### config.mk
export PLATFORM = sky130hd
export DESIGN_NAME = dpram_port_arbiter_flat
export DESIGN_NICKNAME = d
export VERILOG_FILES = /design/src/rtl/dpram_port_arbiter_if.sv /design/src/rtl/dpram_port_arbiter.sv /design/src/flat_wrapper.sv
export SDC_FILE = /design/constraint.sdc
export NUM_CORES = 1
export LEC_CHECK = 0
export BUFFER_PORTS_ARGS = -buffer_cell sky130_fd_sc_hd__buf_2
export CAP_MARGIN = 20
export CORE_MARGIN = 2
export CORE_UTILIZATION = 55
export CTS_CLUSTER_DIAMETER = 30
export DETAILED_ROUTE_END_ITERATION = 8
export PLACE_DENSITY = 0.88
export SETUP_SLACK_MARGIN = 0.4
export SLEW_MARGIN = 20
export SYNTH_ARGS = -nofsm -noshare
export SYNTH_HDL_FRONTEND = slang
export SYNTH_SLANG_ARGS = --single-unit
### constraint.sdc
create_clock -name clk -period 5.59 [get_ports clk]
set_input_delay 0.559 -clock clk [delete_from_list [all_inputs] [get_ports clk]]
set_output_delay 0.559 -clock clk [all_outputs]
set_load 0.03 [all_outputs]
### src/rtl/dpram_port_arbiter_if.sv
// Requester/RAM bundle between the dual-port RAM arbiter and its neighbours.
// The arbiter uses the slave modport; requesters plus the RAM model sit on master.
interface dpram_port_arbiter_if #(
  parameter int NUM_REQ = 4,
  parameter int ADDR_W  = 6,
  parameter int DATA_W  = 8
);
  logic [NUM_REQ-1:0]        req_valid;
  logic [NUM_REQ-1:0]        req_we;
  logic [NUM_REQ*ADDR_W-1:0] req_addr;
  logic [NUM_REQ*DATA_W-1:0] req_wdata;
  logic [NUM_REQ-1:0]        req_ready;
  logic [NUM_REQ-1:0]        rsp_valid;
  logic [NUM_REQ*DATA_W-1:0] rsp_rdata;
  logic                      we_a, we_b;
  logic [ADDR_W-1:0]         addr_a, addr_b;
  logic [DATA_W-1:0]         data_a, data_b;
  logic [DATA_W-1:0]         q_a, q_b;

  modport slave (
    input  req_valid, req_we, req_addr, req_wdata, q_a, q_b,
    output req_ready, rsp_valid, rsp_rdata, we_a, we_b, addr_a, addr_b, data_a, data_b
  );

  modport master (
    output req_valid, req_we, req_addr, req_wdata, q_a, q_b,
    input  req_ready, rsp_valid, rsp_rdata, we_a, we_b, addr_a, addr_b, data_a, data_b
  );
endinterface

### src/rtl/dpram_port_arbiter.sv
// Round-robin arbiter sharing both ports of a synchronous dual-port RAM among NUM_REQ requesters.
// Optional `DPRAM_ARB_COLL_CNT_EN adds a saturating count of collision-withheld second grants.
module dpram_port_arbiter #(
  parameter int NUM_REQ = 4,
  parameter int ADDR_W  = 6,
  parameter int DATA_W  = 8
) (
  input  logic                 clk,
  input  logic                 rst,
  dpram_port_arbiter_if.slave  bus
`ifdef DPRAM_ARB_COLL_CNT_EN
  ,
  output logic [15:0]          coll_cnt
`endif
);
  localparam int IDX_W = $clog2(NUM_REQ);

  logic [IDX_W-1:0]          rr_ptr_q, rr_ptr_d;
  logic                      pend_a_vld_q, pend_a_vld_d, pend_b_vld_q, pend_b_vld_d;
  logic [IDX_W-1:0]          pend_a_id_q, pend_a_id_d, pend_b_id_q, pend_b_id_d;
  logic [NUM_REQ-1:0]        rsp_valid_q, rsp_valid_d;
  logic [NUM_REQ*DATA_W-1:0] rsp_rdata_q, rsp_rdata_d;

  logic             ga_vld, gb_vld, ga_act, gb_act, coll;
  logic [IDX_W-1:0] ga_id, gb_id;
  logic [ADDR_W-1:0] ga_addr, gb_addr;

  function automatic logic [IDX_W-1:0] next_idx(input logic [IDX_W-1:0] i);
    return (int'(i) == NUM_REQ - 1) ? '0 : i + 1'b1;
  endfunction

  // First two valid requesters, scanning upward from rr_ptr with wrap.
  always_comb begin
    int idx;
    idx    = 0;
    ga_vld = 1'b0;
    gb_vld = 1'b0;
    ga_id  = '0;
    gb_id  = '0;
    for (int k = 0; k < NUM_REQ; k++) begin
      idx = int'(rr_ptr_q) + k;
      if (idx >= NUM_REQ) idx = idx - NUM_REQ;
      if (bus.req_valid[idx]) begin
        if (!ga_vld) begin
          ga_vld = 1'b1;
          ga_id  = IDX_W'(idx);
        end else if (!gb_vld) begin
          gb_vld = 1'b1;
          gb_id  = IDX_W'(idx);
        end
      end
    end
  end

  assign ga_addr = bus.req_addr[int'(ga_id)*ADDR_W +: ADDR_W];
  assign gb_addr = bus.req_addr[int'(gb_id)*ADDR_W +: ADDR_W];
  // Same address with any write: second grant waits; two reads may share.
  assign coll    = ga_vld && gb_vld && (ga_addr == gb_addr) &&
                   (bus.req_we[ga_id] || bus.req_we[gb_id]);
  assign ga_act  = ga_vld && !rst;
  assign gb_act  = gb_vld && !coll && !rst;

  assign bus.we_a   = ga_act && bus.req_we[ga_id];
  assign bus.addr_a = ga_act ? ga_addr : '0;
  assign bus.data_a = ga_act ? bus.req_wdata[int'(ga_id)*DATA_W +: DATA_W] : '0;
  assign bus.we_b   = gb_act && bus.req_we[gb_id];
  assign bus.addr_b = gb_act ? gb_addr : '0;
  assign bus.data_b = gb_act ? bus.req_wdata[int'(gb_id)*DATA_W +: DATA_W] : '0;

  always_comb begin
    bus.req_ready = '0;
    if (ga_act) bus.req_ready[ga_id] = 1'b1;
    if (gb_act) bus.req_ready[gb_id] = 1'b1;
  end

  always_comb begin
    rr_ptr_d = rr_ptr_q;
    if (gb_act)      rr_ptr_d = next_idx(gb_id);
    else if (ga_act) rr_ptr_d = next_idx(ga_id);

    pend_a_vld_d = ga_act && !bus.req_we[ga_id];
    pend_a_id_d  = ga_id;
    pend_b_vld_d = gb_act && !bus.req_we[gb_id];
    pend_b_id_d  = gb_id;

    rsp_valid_d = '0;
    rsp_rdata_d = rsp_rdata_q;
    if (pend_a_vld_q) begin
      rsp_valid_d[pend_a_id_q] = 1'b1;
      rsp_rdata_d[int'(pend_a_id_q)*DATA_W +: DATA_W] = bus.q_a;
    end
    if (pend_b_vld_q) begin
      rsp_valid_d[pend_b_id_q] = 1'b1;
      rsp_rdata_d[int'(pend_b_id_q)*DATA_W +: DATA_W] = bus.q_b;
    end
  end

  always_ff @(posedge clk or posedge rst) begin
    if (rst) begin
      rr_ptr_q     <= '0;
      pend_a_vld_q <= 1'b0;
      pend_a_id_q  <= '0;
      pend_b_vld_q <= 1'b0;
      pend_b_id_q  <= '0;
      rsp_valid_q  <= '0;
      rsp_rdata_q  <= '0;
    end else begin
      rr_ptr_q     <= rr_ptr_d;
      pend_a_vld_q <= pend_a_vld_d;
      pend_a_id_q  <= pend_a_id_d;
      pend_b_vld_q <= pend_b_vld_d;
      pend_b_id_q  <= pend_b_id_d;
      rsp_valid_q  <= rsp_valid_d;
      rsp_rdata_q  <= rsp_rdata_d;
    end
  end

  assign bus.rsp_valid = rsp_valid_q;
  assign bus.rsp_rdata = rsp_rdata_q;

`ifdef DPRAM_ARB_COLL_CNT_EN
  logic [15:0] coll_cnt_q;

  always_ff @(posedge clk or posedge rst) begin
    if (rst)                                 coll_cnt_q <= '0;
    else if (coll && coll_cnt_q != 16'hFFFF) coll_cnt_q <= coll_cnt_q + 16'd1;
  end

  assign coll_cnt = coll_cnt_q;
`endif

endmodule

### src/flat_wrapper.sv
// flat-port wrapper written by rule: the top's interface ports become plain ports
module dpram_port_arbiter_flat 
#(
  parameter int NUM_REQ = 4,
  parameter int ADDR_W  = 6,
  parameter int DATA_W  = 8
)
  (clk, rst, bus_req_valid, bus_req_we, bus_req_addr, bus_req_wdata, bus_q_a, bus_q_b, bus_req_ready, bus_rsp_valid, bus_rsp_rdata, bus_we_a, bus_we_b, bus_addr_a, bus_addr_b, bus_data_a, bus_data_b);
  dpram_port_arbiter_if #(.NUM_REQ(NUM_REQ), .ADDR_W(ADDR_W), .DATA_W(DATA_W)) bus_i ();
  input  logic clk;
  input  logic rst;
  input wire logic [$bits(bus_i.req_valid)-1:0] bus_req_valid;
  input wire logic [$bits(bus_i.req_we)-1:0] bus_req_we;
  input wire logic [$bits(bus_i.req_addr)-1:0] bus_req_addr;
  input wire logic [$bits(bus_i.req_wdata)-1:0] bus_req_wdata;
  input wire logic [$bits(bus_i.q_a)-1:0] bus_q_a;
  input wire logic [$bits(bus_i.q_b)-1:0] bus_q_b;
  output wire logic [$bits(bus_i.req_ready)-1:0] bus_req_ready;
  output wire logic [$bits(bus_i.rsp_valid)-1:0] bus_rsp_valid;
  output wire logic [$bits(bus_i.rsp_rdata)-1:0] bus_rsp_rdata;
  output wire logic [$bits(bus_i.we_a)-1:0] bus_we_a;
  output wire logic [$bits(bus_i.we_b)-1:0] bus_we_b;
  output wire logic [$bits(bus_i.addr_a)-1:0] bus_addr_a;
  output wire logic [$bits(bus_i.addr_b)-1:0] bus_addr_b;
  output wire logic [$bits(bus_i.data_a)-1:0] bus_data_a;
  output wire logic [$bits(bus_i.data_b)-1:0] bus_data_b;
  assign bus_i.req_valid = bus_req_valid;
  assign bus_i.req_we = bus_req_we;
  assign bus_i.req_addr = bus_req_addr;
  assign bus_i.req_wdata = bus_req_wdata;
  assign bus_i.q_a = bus_q_a;
  assign bus_i.q_b = bus_q_b;
  assign bus_req_ready = bus_i.req_ready;
  assign bus_rsp_valid = bus_i.rsp_valid;
  assign bus_rsp_rdata = bus_i.rsp_rdata;
  assign bus_we_a = bus_i.we_a;
  assign bus_we_b = bus_i.we_b;
  assign bus_addr_a = bus_i.addr_a;
  assign bus_addr_b = bus_i.addr_b;
  assign bus_data_a = bus_i.data_a;
  assign bus_data_b = bus_i.data_b;
  dpram_port_arbiter #(.NUM_REQ(NUM_REQ), .ADDR_W(ADDR_W), .DATA_W(DATA_W)) u_core (.clk(clk), .rst(rst), .bus(bus_i));
endmodule
# --- After elaboration in Yosys (flattened, before gate mapping) ---
# Index checks and enable logic that the tools add are counted.
op_classes:
  addsub: 11
  mul: 2
  n_div: 0
  magnitude_cmp: 16
  n_eq_ne: 3
  shifts: 8
  muxes: 69
  bitwise: 2
  n_reduce_logical: 20
ops:
  columns: ["cell", "n"]
  rows:
  - ["2-to-1 mux 32 bit", 6]
  - ["less-than comparator 32 x 4 -> 1 bit, second input constant", 4]
  - ["greater-or-equal comparator 32 x 4 -> 1 bit, second input constant", 3]
  - ["subtractor 32 x 4 -> 32 bit, second input constant", 3]
  - ["negation 5 -> 33 bit", 2]
  - ["variable shift 8 x 33 -> 32 bit, first input constant", 2]
  - ["indexed part select 8 x 33 -> 32 bit", 2]
  - ["bitwise mux 32 bit", 2]
  - ["indexed part select 24 x 32 -> 6 bit", 2]
  - ["indexed part select 32 x 6 -> 8 bit", 2]
  - ["2-to-1 mux 2 bit", 19]
  - ["2-to-1 mux 1 bit", 24]
  - ["2-to-1 mux 4 bit", 4]
  - ["2-to-1 mux 8 bit", 2]
  - ["logical AND 1 bit", 14]
  - ["binary-select mux 1 bit (select 2 bit)", 6]
  - ["less-than comparator 2 x 3 -> 1 bit, second input constant", 4]
  - ["2-to-1 mux 6 bit", 2]
  - ["demux 1 bit (select 2 bit)", 4]
  - ["greater-or-equal comparator 2 x 1 -> 1 bit, second input constant", 4]
  - ["multiplier 2 x 2 -> 4 bit, second input constant", 2]
  - ["OR 4 bit", 2]
  - ["adder 2 x 2 -> 3 bit, second input constant", 2]
  - ["== test 6 bit", 1]
  - ["8 further kinds", 13]
word_totals:
  register_bits: 44
  latch_bits: 0
  ramBits: 0
  rom_bits: 0
  input_bits: 82
  wordCells: 138
  n_memories: 0

# --- Logic depth before layout (Yosys ltp) ---
depth:
  depth_word: 23
  depth_mapped: 18
  depth_no_buf: 14

# --- Worst setup path after synthesis ---
# No wires, ideal clock.
synth_timing:
  kind: "reg2out"
  startpoint: "reg u_core.rr_ptr_q[0]"
  endpoint: "out bus_addr_b[0]"
  arrival_time_ns: 3.526
  t_required_ns: 5.031
  setup_slack_ns: 1.505
  path_stages_with_launch: 17
  cell_sequence: "dfrtp_1 > buf_2 > buf_1 > a211oi_1 > a21oi_1 > ha_1 > mux2i_1 > a211oi_1 > o31ai_4 > buf_8 > mux2i_1 > mux2i_2 > a2bb2oi_1 > and4_4 > and3_1 > buf_6 > nor3_2"
synth_via:
  elab_chain_cells: 23
synth_lines:
  columns: ["item", "line", "rtl"]
  rows:
  - ["from (decl)", "dpram_port_arbiter.sv:18", "logic [IDX_W-1:0] rr_ptr_q, rr_ptr_d;"]
  - ["from (signal assigned)", "dpram_port_arbiter.sv:108", "rr_ptr_q <= rr_ptr_d;"]
  - ["parallel branches: the longest is 22 deep, another holds subtractor 32 x 4 -> 32 bit", null, null]
  - ["2-to-1 mux 6 bit (*)", "dpram_port_arbiter.sv:67", "assign bus.addr_b = gb_act ? gb_addr : '0;"]
  - ["to (decl)", "flat_wrapper.sv:24", "output wire logic [$bits(bus_i.addr_b)-1:0] bus_addr_b;"]
# Mark *: on every way between the ends. The select of a mux whose other input is x is not followed.

# --- Final worst setup path ---
layout_timing:
  startpoint: "reg u_core.rr_ptr_q[1]"
  endpoint: "out bus_data_b[2]"
layout_via:
  elab_chain_cells: 23
layout_lines:
  columns: ["item", "line", "rtl"]
  rows:
  - ["parallel branches: the longest is 22 deep, another holds subtractor 32 x 4 -> 32 bit", null, null]
  - ["2-to-1 mux 8 bit (*)", "dpram_port_arbiter.sv:68", "assign bus.data_b = gb_act ? bus.req_wdata[int'(gb_id)*DATA_W +: DATA_W] : '0;"]
  - ["to (decl)", "flat_wrapper.sv:26", "output wire logic [$bits(bus_i.data_b)-1:0] bus_data_b;"]
# Marks and branches as above.

==> metrics <==
status finished clean; Critical Path RT 5.03 ns; R2R setup slack 1.58 ns; post-synthesis mux area share 0.1639; maximum capacitance violations 0; Clock Latency Late Sink 0.30 ns; main combinational cell family by area after synthesis simple AND/OR/NAND/NOR gates; Post-Synthesis Cells 461; endpoints failing setup 0; Reg area 1102 µm²; initial antenna violation count 0; syn avg cell area 8.908 µm²; min Tclk post-route 4.879 ns; vias per std cell 6.096; CTS tree yes; largest net degree at the start of global routing 45; VDD IR max 0.4378 mV; skew final 0.009756 ns; via total after detailed routing 4255; fraction of layout instances using a drive strength above 1 0.3723; Synth Area in Compound Gates 0.1898; Synth Area in XOR/XNOR 0.01463; post-synth cell types 65; die width 90.41 µm; top cells by area, synth dfrtp_1 27%, mux2i_1 7.6%, nand2_1 7.4%, ha_1 7.0%, a22oi_1 5.9%; grt total ovfl 0; RSZ-0062 raised after global routing no; prevailing post-synth register cell dfrtp_1; CP endpoint kind primary output; post-synthesis simple-gate area fraction 0.2313; H-tree levels 2; post-synthesis sequential area ratio 0.2681; Syn. warnings 0; overall routed net length 11.86 mm; Core Rows 31; port bufs 151; Detailed Place HPWL 8.887 mm; DR WL/cell 17.00 µm; Initial Utilization 0.5662; Residual DRC 0; Initial DRT Pass Iterations 7; area growth from synthesis to layout 21.30%; ratio of final minimum period to clock period 0.8728; global-route wire length before repair 19.12 mm; Synth Register Bits 44; worst reg2reg path endpoint u_core.rr_ptr_q[1]; Mapped Area 4106 µm²; CTS Buf Count 5; crit path kind register to primary output; worst slew slack as a fraction of its limit 0.3726; root buffer cell clkbuf_8; Starting DRT DRC Count 316; Pleak 2.489 nW; Multi-input gate area 2756 µm²; Post-Synth Adder-Cell Area 0.07008; cell taking the most area after synthesis dfrtp_1; share of the synthesized area in the top cell type 0.2681; ant diodes 0; Die Ht 90.41 µm; GRT Total Usage 0.2810; final hold slack 0.4204 ns; Slew Limit Fails 0; FFs w/ async S/R, synth 1.000; Sink Count 44; ANT nets after route 0; Setup TNS 0 ns; Post-synth top cells 81 x nand2_1, 44 x dfrtp_1, 38 x o21ai_0; worst r2r path cells 15; final hold viol count 0; Power Density 591.4 nW/µm²; area of the core 7253 µm²; Fmax 0.2050 GHz; Nets 703; syn nets 566; type of the most critical hold path input port to async pin; Critical Path Fanout Max 20; Clock Path Buffers 2; Critical R2R Launch u_core.rr_ptr_q[1]; Critical Path Start Type register; EDFF count, synth 0; # IOs 152; CP arrival 4.32 ns; RD Place Congestion 0.9036; worst-margin pin slew 0.9386 ns; most frequent cell after synthesis nand2_1; vias in the first global route 4030; Fillers 562; die footprint 8173 µm²; CTS clk-pin slew, worst paths 0.09 ns
==> placed cells by master (no fill, tap or decap), drive strengths merged, types with 8 or more instances in the layout <==
cell,synthesis,layout
mux2,13,13
nand2,81,81
buf,19,161
a21oi,9,9
nand3,18,18
and2,16,16
dfrtp,44,44
o21ai,40,40
and3,11,11
inv,12,13
ha,23,23
mux2i,33,33
nor3,10,10
nor2,18,18
a22oi,34,34
mux4,8,8
==> timing repair <==
| item | 4_1_cts | 5_1_grt |
|---|---|---|
| resized for setup | 0 | 1 |
| hold buffers | 0 | 0 |
| buffers inserted | 0 | 0 |
| endpoints found under the setup margin | 0 | 16 |
==> how the worst max path moves through the flow <==
stage / from / to / slack [ns] / depth (start not counted)
final: u_core.rr_ptr_q[1] / bus_data_b[2] / 0.71 / 16
after global routing: u_core.rr_ptr_q[1] / bus_data_b[2] / 0.40 / 16
after CTS: u_core.rr_ptr_q[0] / bus_data_b[0] / 0.62 / 14
after detailed placement: bus_req_valid[0] / bus_data_b[0] / 0.75 / 17
after global placement: bus_req_valid[0] / bus_addr_b[0] / 0.89 / 16
after floorplan: u_core.rr_ptr_q[0] / bus_addr_b[0] / 1.50 / 16
==> routing by layer <==
| metal | global-route usage | wire length, µm |
|---|---|---|
| met1 | 0.3446 | 4559 |
| met2 | 0.5038 | 5946 |
| met3 | 0.04257 | 1112 |
| met4 | 0.09615 | 246 |
| met5 | 0 | 0 |
==> per-stage QoR <==
step / setup slack (ns) / total power, mW / instance area [µm²] / instances / utilization
finish: 0.7113 / 2.946 / 4981 / 698 / 0.6867
CTS: 0.6195 / 2.942 / 4980 / 698 / 0.6866
floorplan: 1.505 / 2.249 / 4106 / 461 / -
global route: 0.4033 / 3.137 / 4981 / 698 / 0.6867
global placement: 0.8863 / 2.614 / 4865 / 690 / 0.6707
detailed placement: 0.7520 / 2.688 / 4865 / 690 / 0.6707
==> power breakdown <==
group | internal, mW | leakage [nW] | switching [mW]
Sequential | 0.434 | 0.590 | 0.110
Clock | 0.135 | 0.0548 | 0.116
Combinational | 0.841 | 1.84 | 1.31
Total | 1.41 | 2.49 | 1.54
==> logic make-up (layout without fill, tap and decap cells) <==
group           count (synthesis)  count (layout)
simple gates                  182             182
buf+inv                        45             183
mux                            54              54
fa+ha+maj                      23              23
xor+xnor                        6               6
flops                          44              44
compound gates                107             107
==> area by class of cell <==
type                            count  area share
Sequential cell                    44      0.2213
Clock inverter                      3    0.009294
Clock buffer                        5     0.01382
Multi-Input combinational cell    372      0.5534
Timing Repair Buffer              161      0.1668
Tap cell                           99     0.02487
Inverter                           14     0.01055
==> registers in the layout, indices dropped and copies added (netlist names) <==
| signal | flops |
|---|---|
| u_core.bus.rsp_rdata | 32 |
| u_core.bus.rsp_valid | 4 |
| u_core.pend_a_id_q | 2 |
| u_core.pend_b_id_q | 2 |
| u_core.rr_ptr_q | 2 |
| u_core.pend_a_vld_q | 1 |
| u_core.pend_b_vld_q | 1 |
==> worst max-delay path: stages (launching register included) <==
cell	delay, ns
dfrtp_1	0.57
nor2b_1	0.17
a211oi_1	0.24
a21oi_1	0.09
ha_1	0.24
o21ai_0	0.09
o21ai_0	0.14
nand3_2	0.11
o2111ai_4	0.37
buf_4	0.37
mux2i_1	0.14
mux2_2	0.30
xnor2_1	0.15
and2_4	0.18
a31oi_4	0.41
and3_1	0.24
buf_2	0.20
Power figures use the tool's default switching activity.
